$ cat src/rtl/ula_acc_ctrl.sv
// ula_acc_ctrl: accumulator, flags and instruction sequencer around the
// combinational Neander ULA. It takes one instruction at a time, steers the
// ULA from the latched opcode and writes the result back at the end of EXEC.
module ula_acc_ctrl #(
  parameter int WIDTH = 3
) (
  input  logic             clk,
  input  logic             rst_n,
  input  logic             in_valid,
  output logic             in_ready,
  input  logic [2:0]       in_op,
  input  logic [WIDTH-1:0] in_operand,
  output logic [WIDTH-1:0] alu_a,
  output logic [WIDTH-1:0] alu_b,
  output logic [1:0]       alu_sel,
  output logic             alu_sub,
  input  logic [WIDTH-1:0] alu_f,
  input  logic             alu_cout,
  output logic             out_valid,
  input  logic             out_ready,
  output logic [WIDTH-1:0] out_data,
  output logic [WIDTH-1:0] acc,
  output logic             flag_n,
  output logic             flag_z,
  output logic             flag_c,
  output logic             halted
);

  localparam logic [2:0] OP_NOP = 3'b000;
  localparam logic [2:0] OP_LDA = 3'b001;
  localparam logic [2:0] OP_ADD = 3'b010;
  localparam logic [2:0] OP_SUB = 3'b011;
  localparam logic [2:0] OP_STA = 3'b100;
  localparam logic [2:0] OP_CLR = 3'b110;
  localparam logic [2:0] OP_HLT = 3'b111;

  typedef enum logic [1:0] {
    IDLE,
    EXEC,
    OUT,
    HALT
  } state_t;

  state_t           state;
  logic [2:0]       op_q;
  logic [WIDTH-1:0] operand_q;

  // Ready only in IDLE, and never while reset is being held.
  assign in_ready = rst_n && (state == IDLE);
  assign alu_a    = acc;
  assign alu_b    = operand_q;

  // ULA steering decoded from the latched opcode.
  always_comb begin
    alu_sel = 2'b00;
    alu_sub = 1'b0;
    case (op_q)
      OP_LDA: alu_sel = 2'b01;
      OP_ADD: alu_sel = 2'b10;
      OP_SUB: begin
        alu_sel = 2'b10;
        alu_sub = 1'b1;
      end
      default: begin
        alu_sel = 2'b00;
        alu_sub = 1'b0;
      end
    endcase
  end

  // Sequencer: latch the instruction, write back ULA results, run the output handshake.
  always_ff @(posedge clk) begin
    if (!rst_n) begin
      state     <= IDLE;
      op_q      <= OP_NOP;
      operand_q <= '0;
      acc       <= '0;
      flag_n    <= 1'b0;
      flag_z    <= 1'b1;
      flag_c    <= 1'b0;
      out_valid <= 1'b0;
      out_data  <= '0;
      halted    <= 1'b0;
    end else begin
      case (state)
        IDLE: begin
          if (in_valid) begin
            op_q      <= in_op;
            operand_q <= in_operand;
            state     <= EXEC;
          end
        end
        EXEC: begin
          case (op_q)
            OP_LDA: begin
              acc    <= alu_f;
              flag_n <= alu_f[WIDTH-1];
              flag_z <= (alu_f == '0);
            end
            OP_ADD, OP_SUB: begin
              acc    <= alu_f;
              flag_n <= alu_f[WIDTH-1];
              flag_z <= (alu_f == '0);
              flag_c <= alu_cout;
            end
            OP_CLR: begin
              acc    <= '0;
              flag_n <= 1'b0;
              flag_z <= 1'b1;
              flag_c <= 1'b0;
            end
            default: begin
              acc <= acc;
            end
          endcase
          case (op_q)
            OP_STA: begin
              out_valid <= 1'b1;
              out_data  <= acc;
              state     <= OUT;
            end
            OP_HLT: begin
              halted <= 1'b1;
              state  <= HALT;
            end
            default: state <= IDLE;
          endcase
        end
        OUT: begin
          if (out_ready) begin
            out_valid <= 1'b0;
            state     <= IDLE;
          end
        end
        HALT: begin
          state <= HALT;
        end
        default: state <= IDLE;
      endcase
    end
  end

endmodule

$ cat config.mk
export PLATFORM = sky130hd
export DESIGN_NAME = ula_acc_ctrl
export DESIGN_NICKNAME = d
export VERILOG_FILES = /design/src/rtl/ula_acc_ctrl.sv
export SDC_FILE = /design/constraint.sdc
export NUM_CORES = 1
export LEC_CHECK = 0
export ABC_AREA = 1
export CAP_MARGIN = 0
export CORE_MARGIN = 3
export CORE_UTILIZATION = 35
export CTS_BUF_LIST = sky130_fd_sc_hd__clkbuf_8 sky130_fd_sc_hd__clkbuf_16
export CTS_CLUSTER_SIZE = 24
export DETAILED_ROUTE_END_ITERATION = 7
export PLACE_DENSITY = 0.75
export SYNTH_ARGS = -nofsm -noshare
export SYNTH_HDL_FRONTEND = slang
export SYNTH_SLANG_ARGS = --single-unit
export TNS_END_PERCENT = 10
$ cat constraint.sdc
create_clock -name clk -period 1.8 [get_ports clk]
set_input_delay 0.27 -clock clk [delete_from_list [all_inputs] [get_ports clk]]
set_output_delay 0.27 -clock clk [all_outputs]
set_load 0.005 [all_outputs]
# ---- Word-level counts from Yosys, hierarchy flattened
# Cells that the tools add are included.
dict set report word_totals {
  register_bits 19
  input_bits 14
  out_inout_bits 21
  wordCells 50
}
dict set report op_classes {
  n_eq_ne 12
  mux 13
  n_reduce_logical 15
}
# op n
set op_table {}
lappend op_table {{$reduce_and A2 Y1} 6}
lappend op_table {{$eq A3 B3 Y1 const B} 3}
lappend op_table {{$pmux W1 S2} 4}
lappend op_table {{$pmux W2 S2} 2}
lappend op_table {{$pmux W2 S4} 1}
lappend op_table {{$eq A3 B2 Y1 const B} 2}
lappend op_table {{$ne A2 B2 Y1 const B} 3}
lappend op_table {{$pmux W3 S2} 1}
lappend op_table {{$reduce_bool A2 Y1} 3}
lappend op_table {{$eq A2 B2 Y1 const B} 2}
lappend op_table {{$mux W2} 2}
lappend op_table {{$eq A3 B1 Y1 const B} 1}
lappend op_table {{$logic_not A3 Y1} 1}
lappend op_table {{$mux W1} 3}
lappend op_table {{$reduce_and A3 Y1} 1}
lappend op_table {{$reduce_or A3 Y1} 1}
lappend op_table {{$eq A2 B1 Y1 const B} 1}
lappend op_table {{$logic_not A2 Y1} 1}
lappend op_table {{$reduce_or A2 Y1} 1}
lappend op_table {{$logic_and A1 B1 Y1} 1}

# ---- Logic depth before layout (Yosys ltp)
dict set report depth {
  ltp_word 4
  depth_mapped 7
  mapped_depth_nobuf 7
}

# ---- Worst setup path before layout
# No wires, ideal clock.
dict set report synth_path {
  kind {flip-flop to flip-flop}
  startpoint {register state[1]}
  endpoint {register out_data[0]}
  setup_time_ns 0.113
  arrival_ns 0.818
  required_time_ns 1.687
  path_slack_ns 0.870
  path_stages_with_launch 7
  path_buffers 0
  cell_sequence {dfxtp_1 > inv_2 > nand2_1 > nor2_4 > nand2_1 > nand2_1 > nor2_1}
}
dict set report synth_via {
  elab_chain_len 2
}
# element line
set synth_rtl {}
lappend synth_rtl {{from (decl)} 44} ;# state_t state;
lappend synth_rtl {{from (signal assigned)} 74} ;# state <= IDLE;
lappend synth_rtl {{from (signal assigned)} 90} ;# state <= EXEC;
lappend synth_rtl {{from (signal assigned)} 120} ;# state <= OUT;
lappend synth_rtl {{$eq A2 B1 Y1} 85} ;# case (state)
lappend synth_rtl {{$reduce_and A2 Y1 (no line)} -}
lappend synth_rtl {{to (signal assigned)} 82} ;# out_data <= '0;
lappend synth_rtl {{to (signal assigned)} 119} ;# out_data <= acc;
lappend synth_rtl {{to (decl)} 21} ;# output logic [WIDTH-1:0] out_data,
# Every way passes these cells.
# A chain may end at the register's enable or synchronous reset.

# ---- Final worst setup path
dict set report layout_path {
  startpoint {input rst_n}
  endpoint {output in_ready}
}
dict set report layout_via {
  elab_chain_len 1
}
# element line
set layout_rtl {}
lappend layout_rtl {{from (decl)} 8} ;# input logic rst_n,
lappend layout_rtl {{$logic_and A1 B1 Y1} 49} ;# assign in_ready = rst_n && (state == IDLE);
lappend layout_rtl {{to (decl)} 10} ;# output logic in_ready,
# Every way passes these cells.

==> results.toml <==
[timing]
worst_pin_slew_ns = 0.2250
maxSlewViolCount = 0
skew_ns = 0.004282
fmax_mhz = 597.0
finalCritPeriodShare = 0.9306
setup_viol = 0
fin_tns_setup_ns = 0
hold_ws_ns = 0.4632
hold_viol = 0
period_minus_slack_ns = 1.675
rsz0062_at_grt = "no"
slew_headroom = 0.8498

[die]
die_h_um = 54.91
die_area_um2 = 3015
rows = 17
io_pins = 35
die_w_um = 54.91
initial_core_util = 0.3748
core-area_um2 = 2233

[drt]
drtIter0Drc = 14
drc = 0
vias = 857
post_drt_wl_per_cell_um = 9.973
wl_mm = 1.855
drt-pass1-iter-count = 4
drt.antenna.violating_nets = 0
routed_via_density = 4.608

[yosys]
syn_area_um2 = 837.1
ys_types = 15
synth_mux_area_frac = 0
yosysMostFrequentCell = "nor2_1"
yosys-top-cells-area = "dfxtp_1 (43%), nor2_1 (15%), nand2_1 (12%)"
syn_inst = 123
yosys.area_share.xor_xnor = 0
synth_top_flop_cell = "dfxtp_1"
yosysTopAreaCellShare = 0.4305
ys_top_cells_by_count = "nor2_1 (34), nand2_1 (27), dfxtp_1 (18), inv_1 (12), o21ai_0 (7)"
synth-async-reset-ratio = 0
yosys_warnings = 0
synth-edff-count = 0
synthAdderAreaFrac = 0
synth-compound-area-share = 0.07175
seq_area_frac_synth = 0.4305
synth_area_per_cell_um2 = 6.805
syn_nets = 137
yosysTopAreaCell = "dfxtp_1"
ys_ff_latch = 18
synth_top_family_by_area = "simple AND/OR/NAND/NOR gates"
yosys.area_share.simple = 0.3857

[power_and_ir_drop]
vdd_drop_max_uv = 518.8
p_int_uw = 711.7
p_leak_nw = 0.5512
pwr-share-seq = 0.467
powerDensity_nw_per_um2 = 756.8
combPwrFrac = 0.187
clock_power_share = 0.346
switching_power_uw = 227.7
switching_share = 0.2424

[setup_path]
slowest_delay_ns = 0.50
crit_family = "buffers and inverters"
endpoint_kind = "output port"
slowest_stage = "clkdlybuf4s50_1"
crit_top_cell = "clkdlybuf4s50_1"
path_max_fanout = 2
crit_path_start_kind = "input port"
critical_path_class = "in -> out"
cp.required_ns = 1.53
arrival_ns = 1.41
cp_cell_sequence = "clkdlybuf4s50_1 > inv_1 > nor2_1 > clkdlybuf4s50_1"
critPathBufInv = 3

[clocking]
clkTransAtPathRegs_ns = 0.06
cts_root_buf = "clkbuf_8"
clk_latency_ns = 0.25
htree_num_levels = 1
clock-sinks = 18
post_cts_buffers = 0
cts_tree = "done"
clockBufferDepth = 2
numCtsBuffers = 3
postCtsHoldBufs = 0
cts_resized = 0

[global_route]
grt_pass1_vias = 735
grt_overflow = 0
grt_usage = 0.1355
grt_max_degree = 14
antenna_found_initial = 0
grt_pass1_wl_mm = 2.973

[job]
drv_cap = 0

[hold_path]
worstHoldPathType = "reg -> reg"

[run_status]
status = "finished clean"

[finish]
drive_above_1_share = 0.08861
design_area_um2 = 1241
antennaDiodeCount = 0
fin_cells = 186
nNetsFinal = 173
area_delta_synth_final_pct = 48.28

[placed_design]
port_buffers = 34
hpwl_mm = 1.402
dpl.cell_count = 182
placed_cell_area_um2 = 1186
place_congestion = 0.8194
layer usage:
| metal | share of wire | track usage | wire (um) |
|---|---|---|---|
| met3 | 0.071 | 0.03485 | 131 |
| met2 | 0.46 | 0.2283 | 862 |
| met4 | 0.025 | 0.05668 | 47 |
| met1 | 0.44 | 0.1623 | 814 |
| met5 | 0 | 0 | 0 |
power groups by stage:
stage / registers [mW] / clock network (mW) / logic [mW]
floorplan: 0.447 / 0 / 0.0872
global placement: 0.447 / 0 / 0.171
detailed placement: 0.448 / 0 / 0.176
CTS: 0.439 / 0.338 / 0.178
global route: 0.442 / 0.345 / 0.197
finish: 0.438 / 0.325 / 0.176
worst paths after layout:
path | slack [ns] | cells after the start | endpoint | startpoint
max | 0.12 | 4 | in_ready | rst_n
min | 0.46 | 2 | out_valid | out_valid
max reg2reg | 0.68 | 5 | alu_b[0] | state[1]
min reg2reg | 0.46 | 2 | out_valid | out_valid
cell usage in the layout (no fill, tap or decap), types with 4 or more instances in the layout:
cell and count:
nor2_1 34, clkdlybuf4s50_1 34, nand2_1 27, dfxtp_1 18, inv_1 12, o21ai_0 7, nand3_1 6, a21oi_1 5
clkbuf_8 4
flip-flops by register name, summed over array words and instances (netlist names):
register / cells
out_data: 3
out_valid: 1
halted: 1
acc: 2
flag_n: 1
alu_b: 3
flag_z: 1
state: 2
flag_c: 1
op_q: 3
stage by stage:
stage            util  power (mW)  setup slack (ns)
2_1_floorplan       -      0.5343            0.8696
3_3_place_gp   0.5311      0.6182            0.1416
3_5_place_dp   0.5311      0.6235            0.1179
4_1_cts        0.5557      0.9541            0.1058
5_1_grt        0.5557      0.9848           0.03020
6_report       0.5557      0.9394            0.1249
tightest hold or removal path: stages (launching register included):
cell	delay, ns
dfxtp_1	0.31
nand2_1	0.06
a21oi_1	0.05
logic make-up after synthesis:
family,count (synthesis)
AND/OR/NAND/NOR,74
AO/OA/AOI/OAI,12
buffers and inverters,19
flip-flops,18
final cells by class:
class	count	area, um2
Multi-Input combinational cell	86	382.9
Clock buffer	4	55.05
Tap cell	28	35.03
Inverter	14	52.55
Sequential cell	18	360.3
Fill cell	226	992.2
Timing Repair Buffer	36	355.3
(Power assumes the default switching activity.)
